File: config.mk
export PLATFORM = sky130hd
export DESIGN_NAME = cacheline_burst_responder
export DESIGN_NICKNAME = d
export VERILOG_FILES = /design/src/rtl/cacheline_burst_responder.sv
export SDC_FILE = /design/constraint.sdc
export NUM_CORES = 2
export LEC_CHECK = 0
export ABC_AREA = 0
export CELL_PAD_IN_SITES_DETAIL_PLACEMENT = 0
export CELL_PAD_IN_SITES_GLOBAL_PLACEMENT = 2
export CORE_MARGIN = 2
export CORE_UTILIZATION = 33
export DETAILED_ROUTE_END_ITERATION = 10
export PLACE_DENSITY_LB_ADDON = 0.3
export SLEW_MARGIN = 40
export SYNTH_ARGS = -nofsm -noshare
export SYNTH_HDL_FRONTEND = slang
export SYNTH_SLANG_ARGS = --single-unit
File: constraint.sdc
create_clock -name clk -period 7.7 [get_ports clk]
set_input_delay 1.54 -clock clk [delete_from_list [all_inputs] [get_ports clk]]
set_output_delay 1.54 -clock clk [all_outputs]
set_load 0.03 [all_outputs]
File: src/rtl/cacheline_burst_responder.sv
// Memory-side responder for the cache's 256-bit downward port. Takes one line
// read or write at a time and moves it over a 64-bit burst bus, BEATS beats
// per line, then pulses dfp_resp for one cycle.
module cacheline_burst_responder #(
  parameter int BEAT_WIDTH  = 64,
  parameter int BEATS       = 4,
  parameter int LINE_WIDTH  = 256,
  parameter int OFFSET_BITS = 5
) (
  input  logic                  clk,
  input  logic                  rst,
  input  logic [31:0]           dfp_addr,
  input  logic                  dfp_read,
  input  logic                  dfp_write,
  input  logic [LINE_WIDTH-1:0] dfp_wdata,
  output logic [LINE_WIDTH-1:0] dfp_rdata,
  output logic                  dfp_resp,
  output logic [31:0]           bmem_addr,
  output logic                  bmem_read,
  output logic                  bmem_write,
  output logic [BEAT_WIDTH-1:0] bmem_wdata,
  input  logic                  bmem_ready,
  input  logic [BEAT_WIDTH-1:0] bmem_rdata,
  input  logic                  bmem_rvalid
);

  localparam int CNT_W = (BEATS > 1) ? $clog2(BEATS) : 1;
  localparam logic [CNT_W-1:0] LAST_BEAT = CNT_W'(BEATS - 1);

  // A line must split into a whole number of beats with no leftover bits.
  if (LINE_WIDTH != BEAT_WIDTH * BEATS) begin : g_bad_geometry
    $error("LINE_WIDTH must equal BEAT_WIDTH*BEATS");
  end

  typedef enum logic [2:0] {
    IDLE,
    WR_BURST,
    RD_CMD,
    RD_BURST,
    RESP
  } state_e;

  state_e                state_q;
  logic [CNT_W-1:0]      cnt_q;
  logic [LINE_WIDTH-1:0] wline_q;      // line being written, latched at accept
  logic [LINE_WIDTH-1:0] rline_q;      // read beats collected so far
  logic [LINE_WIDTH-1:0] rline_d;
  logic [LINE_WIDTH-1:0] dfp_rdata_q;
  logic                  dfp_resp_q;
  logic [31:0]           bmem_addr_q;
  logic                  bmem_read_q;
  logic                  bmem_write_q;
  logic [BEAT_WIDTH-1:0] bmem_wdata_q;

  logic [31:0]           line_addr;
  logic [CNT_W-1:0]      cnt_inc;
  logic                  unused_offset_bits;

  // Bursts always start on a line boundary; the offset bits are dropped.
  assign line_addr          = {dfp_addr[31:OFFSET_BITS], {OFFSET_BITS{1'b0}}};
  assign unused_offset_bits = ^dfp_addr[OFFSET_BITS-1:0];
  assign cnt_inc            = cnt_q + CNT_W'(1);

  // Read line with the incoming beat merged into the current slot.
  always_comb begin
    // NOTE: assign a full default before the partial update so no latch is inferred.
    rline_d = rline_q;
    rline_d[BEAT_WIDTH*cnt_q +: BEAT_WIDTH] = bmem_rdata;
  end

  // Transaction FSM with all bus-facing outputs registered.
  always_ff @(posedge clk) begin
    if (rst) begin
      state_q      <= IDLE;
      cnt_q        <= '0;
      // NOTE: the line buffers are ordinary flops, so clearing them on reset is cheap and keeps aborted data from lingering.
      wline_q      <= '0;
      rline_q      <= '0;
      dfp_rdata_q  <= '0;
      dfp_resp_q   <= 1'b0;
      bmem_addr_q  <= '0;
      bmem_read_q  <= 1'b0;
      bmem_write_q <= 1'b0;
      bmem_wdata_q <= '0;
    end else begin
      // NOTE: non-blocking assignments so every branch sees the pre-edge state.
      dfp_resp_q <= 1'b0;
      case (state_q)
        IDLE: begin
          // A write wins over a simultaneous read; a held read is taken later.
          if (dfp_write) begin
            bmem_addr_q  <= line_addr;
            wline_q      <= dfp_wdata;
            bmem_wdata_q <= dfp_wdata[BEAT_WIDTH-1:0];
            bmem_write_q <= 1'b1;
            cnt_q        <= '0;
            state_q      <= WR_BURST;
          end else if (dfp_read) begin
            bmem_addr_q  <= line_addr;
            bmem_read_q  <= 1'b1;
            cnt_q        <= '0;
            state_q      <= RD_CMD;
          end
        end
        WR_BURST: begin
          if (bmem_ready) begin
            if (cnt_q == LAST_BEAT) begin
              bmem_write_q <= 1'b0;
              cnt_q        <= '0;
              dfp_resp_q   <= 1'b1;
              state_q      <= RESP;
            end else begin
              bmem_wdata_q <= wline_q[BEAT_WIDTH*cnt_inc +: BEAT_WIDTH];
              cnt_q        <= cnt_inc;
            end
          end
        end
        RD_CMD: begin
          if (bmem_ready) begin
            bmem_read_q <= 1'b0;
            cnt_q       <= '0;
            state_q     <= RD_BURST;
          end
        end
        RD_BURST: begin
          if (bmem_rvalid) begin
            rline_q <= rline_d;
            if (cnt_q == LAST_BEAT) begin
              dfp_rdata_q <= rline_d;
              cnt_q       <= '0;
              dfp_resp_q  <= 1'b1;
              state_q     <= RESP;
            end else begin
              cnt_q <= cnt_inc;
            end
          end
        end
        RESP: begin
          // Requests are not sampled here so a held request is not serviced twice.
          state_q <= IDLE;
        end
        default: begin
          state_q <= IDLE;
        end
      endcase
    end
  end

  assign dfp_rdata  = dfp_rdata_q;
  assign dfp_resp   = dfp_resp_q;
  assign bmem_addr  = bmem_addr_q;
  assign bmem_read  = bmem_read_q;
  assign bmem_write = bmem_write_q;
  assign bmem_wdata = bmem_wdata_q;

endmodule

[Word-level counts from Yosys, hierarchy flattened]
Cells that the tools add are included.
Cells by class
  $add $sub $neg: 2
  multipliers: 0
  divide/modulo/power cells: 0
  order comparisons: 0
  eq/ne operators: 13
  shift operators: 3
  mux-type cells: 33
  bitwise gates (word level): 0
  reductions and logical operators: 14
Operator list (count)
  bitwise mux 256 bit: 1
  variable shift 64 x 34 -> 256 bit, first input constant: 1
  indexed part select 256 x 9 -> 64 bit: 1
  indexed part select 64 x 34 -> 256 bit: 1
  two-way mux 64 bit: 3
  one-hot mux 64 bit (2 select lines): 1
  two-way mux 32 bit: 2
  negator 8 -> 34 bit: 1
  two-way mux 3 bit: 6
  != test 2 bit, second input constant: 8
  AND reduction 4 bit: 4
  two-way mux 2 bit: 6
  one-hot mux 3 bit (4 select lines): 1
  two-way mux 1 bit: 9
  one-hot mux 2 bit (4 select lines): 1
  == test 3 x 2 -> 1 bit, second input constant: 2
  one-hot mux 1 bit (2 select lines): 3
  AND reduction 2 bit: 3
  nonzero test 2 bit: 3
  AND reduction 5 bit: 1
  nonzero test 4 bit: 1
  == test 3 x 1 -> 1 bit, second input constant: 1
  zero test 3 bit: 1
  != test 3 bit, second input constant: 1
  3 further kinds: 3
Storage, ports and cells
  flip-flop bits (word level): 872
  latch bits: 0
  bits in writable memories: 0
  memory bits (read-only): 0
  word-level logic and storage cells: 75
  memories: 0

[Logic depth before layout (Yosys ltp)]
  depth after elaboration: 5
  depth in mapped cells: 11

[Worst setup path before layout]
Ideal clock, no wire load.
  kind: in2reg
  from: input port dfp_write
  to: register bmem_wdata_q[43] (netlist: bmem_wdata[43])
  library setup time: 0.142 ns
  arrival: 2.629 ns
  required time: 7.558 ns
  setup slack: 4.929 ns
  stages on the path: 6
  path buffers: 3
  path through: clkbuf_1 nand2b_1 a211oi_2 buf_2 clkbuf_1 a311oi_1
Between the ends
  word-level cells in the longest chain between the ends: 2
RTL lines
  from (decl): RTL line 14  | input logic dfp_write,
  != test 2 bit (no source line)
  AND reduction 4 bit (no source line)
  to (signal assigned): RTL line 94  | bmem_wdata_q <= dfp_wdata[BEAT_WIDTH-1:0];
  to (signal assigned): RTL line 113  | bmem_wdata_q <= wline_q[BEAT_WIDTH*cnt_inc +: BEAT_WIDTH];
  to (decl): RTL line 53  | logic [BEAT_WIDTH-1:0] bmem_wdata_q;
No other way between the ends.
A chain may end at the register's enable or synchronous reset.

[Worst setup path in the final report]
  from: input port bmem_rvalid
  to: register dfp_rdata_q[71] (netlist: dfp_rdata[71])
Between the ends
  word-level cells in the longest chain between the ends: 1
RTL lines
  from (decl): RTL line 24  | input logic bmem_rvalid
  AND reduction 3 bit (no source line)
  to (signal assigned): RTL line 129  | dfp_rdata_q <= rline_d;
  to (decl): RTL line 48  | logic [LINE_WIDTH-1:0] dfp_rdata_q;
No other way between the ends.

==> impl_metrics.yaml <==
run_status:
  outcome: "finished, final reports clean"
power_and_ir_drop:
  p_leak_uw: 0.0153
  power.share.switching: 0.258
  p_switching_uw: 2720
  seq_power_share: 0.450
  clockPowerShare: 0.437
  p_comb_frac: 0.113
  internal_power_uw: 7810
  max-vdd-ir-drop_mv: 0.170
  power-per-cell-area_mw_per_mm2: 237
sta:
  timing.setup.tns_ps: 0
  relSlewSlack: 0.457
  setup_viol: 0
  slew_violations: 0
  rsz0062_at_grt: "false"
  period_share: 0.522
  finClkSkew_ps: 17.5
  min_period_ps: 4020
  whs_ps: 451
  clock.fmax_mhz: 249
  tightest_slew_ps: 814
  final_hold_viol_count: 0
routing:
  detail_route.wl_per_cell_um: 22.2
  drc: 0
  drt-total-wl_mm: 126
  drt_iter0_markers: 2472
  ant_nets: 0
  via_count: 30001
  first_pass_iters: 6
  viasPerCell: 5.26
floorplanning:
  start_util: 0.332
  die-area_mm2: 0.105
  boundaryPins: 713
  dieWidth_um: 324
  die_y_um: 324
  core-area_mm2: 0.102
  rows: 117
synthesis:
  syn_avg_cell_area_um2: 8.83
  ys_async_sr_fraction: 0
  ys_seq_area_frac: 0.514
  syn_area_mm2: 0.0338
  synthFlopType: "dfxtp_1"
  synth_cell_type_count: 40
  synth.ff_latch_count: 867
  ys.warnings.count: 0
  synthCells: 3822
  synth-edff-count: 0
critical_path:
  setup.worst_path.end_class: "register"
  cpPeakStageDelay_ps: 710
  reg2reg_setup_slack_ps: 4120
  cp_num_buf_inv: 2
  reg2reg_to: "rline_q[189]"
  worst-r2r-cell-count: 7
  crit_chain: "clkdlybuf4s50_1 -> and4b_2 -> nand2_4 -> buf_4 -> a221oi_1 -> nor3_2"
  critPathMaxFanout: 60
  cp_slowest_cell: "clkdlybuf4s50_1"
  crit_type: "in2reg"
  cp_top_family: "buffers and inverters"
  cp.required_ps: 8230
  r2r-start: "cnt_q[0]"
  critPathLaunchType: "input pin"
  path_depth: 6
  cp.arrival_ps: 4550
clock_tree:
  htreeDepth: 3
  cts_tree: "built"
  cts_hold_buf: 0
  insertion_delay_ps: 670
  cts_buffers: 98
  cts-resized-gates: 0
  cts.clk_slew.worst_paths_ps: 60
  post_cts_buffers: 0
  cts_root_buffer: "clkbuf_16"
  clock-sinks: 867
  clockBufferDepth: 3
finish:
  final_common_cell: "dfxtp_1"
  drive_above_1_share: 0.0789
  most-common-layout-cells: "866 x dfxtp_1, 701 x clkdlybuf4s50_1, 695 x nand2_1"
  layout.nets: 4596
  area_growth_pct: 31.7
global_route:
  grt_pass1_vias: 28503
  antenna_found_initial: 39
  grt_max_degree: 181
  grt_use_total: 0.231
  grt_pass1_wl_mm: 185
  grt_overflow: 0
hold_path:
  holdPathEnd: "wline_q[248]"
  hold_path_class: "reg2reg"
  holdPathStages: 2
  min-delay-start: "wline_q[248]"
place:
  port_buffers: 702
  detailed_place_hpwl_mm: 76.7
  gp_congestion: 0.783
flow_run:
  drv_cap: 0
[Yosys cell counts, types with 2 or more instances]
cell	count	share of area
nand2_1	701	0.078
and2_1	6	0.0011
buf_1	3	0.00033
buf_4	27	0.0060
nor4b_1	4	0.0010
nor2_1	581	0.065
ha_1	6	0.0022
buf_6	14	0.0047
and4b_1	2	0.00059
buf_2	122	0.018
nor3_1	197	0.029
inv_1	3	0.00033
nor2b_1	3	0.00056
a221oi_1	256	0.066
a311oi_1	65	0.017
a21oi_1	284	0.042
inv_2	4	0.00044
o21a_1	2	0.00044
o21ai_0	2	0.00030
o31ai_1	2	0.00044
nor3_2	61	0.018
dfxtp_1	867	0.51
mux4_2	64	0.043
a22oi_1	257	0.057
nand2b_1	3	0.00056
clkbuf_1	271	0.030
nand3_1	2	0.00030
[logic make-up after synthesis]
group | count (synthesis) | share of synthesized area
simple gates | 1567 | 0.196
compound gates | 872 | 0.185
flops | 867 | 0.514
buf+inv | 444 | 0.0600
mux | 65 | 0.0430
fa+ha+maj | 6 | 0.00222
other cells | 1 | 0.000111
[power groups by stage]
stage                     Sequential (µW)  Clock, µW  Combinational (µW)
final                                4740       4600                1180
after global routing                 4760       4920                1280
after CTS                            4740       4730                1190
after detailed placement             4840          0                1190
after global placement               4830          0                1180
after floorplan                      4920          0                 572
[final cells by class]
type	count	area [µm²]
fillers	10159	57100
flip-flops and latches	867	17400
multi-input cells	2515	14500
repair buffers	743	7610
clock buffers	155	2970
well taps	1368	1710
clock inverters	21	170
diodes	25	62.6
inverters	7	27.5
[layer usage]
layer	vias to the layer above	routed length, µm	share of wire	global-route usage
met5	-	206	0.0016	0
met4	30	3640	0.029	0.0829
li1	14318	-	-	-
met3	217	12300	0.097	0.0892
met1	14410	51600	0.41	0.286
met2	1026	58700	0.46	0.364
[metrics by stage]
step | instances | area, µm² | total power [µW] | setup WS, ps | utilization
2_1_floorplan | 3826 | 33800 | 5490 | 4930 | -
3_3_place_gp | 5491 | 41000 | 6020 | 2820 | 0.403
3_5_place_dp | 5497 | 41200 | 6030 | 3020 | 0.405
4_1_cts | 5673 | 44300 | 10700 | 3760 | 0.436
5_1_grt | 5693 | 44400 | 11000 | 3540 | 0.437
6_report | 5701 | 44500 | 10500 | 3680 | 0.438
[worst min-delay path: stages (launching register included)]
cell     delay (ps)
dfxtp_1         300
nand2_1          50
a21oi_1          50
[worst max path at each step]
stage	to	slack (ps)	start
6_report	dfp_rdata[71]	3680	bmem_rvalid
5_1_grt	dfp_rdata[19]	3540	bmem_rvalid
4_1_cts	dfp_rdata[71]	3760	bmem_rvalid
3_5_place_dp	dfp_rdata[71]	3020	bmem_rvalid
3_3_place_gp	rline_q[175]	2820	bmem_rvalid
2_1_floorplan	bmem_wdata[43]	4930	dfp_write
[state kept, by name, indices dropped and copies added, names as in the netlist]
name	cells
bmem_read	1
cnt_q	2
bmem_wdata	64
state_q	3
wline_q	256
rline_q	256
dfp_resp	1
bmem_write	1
dfp_rdata	256
bmem_addr	27
Note: power is estimated with default switching activity, not from simulation.
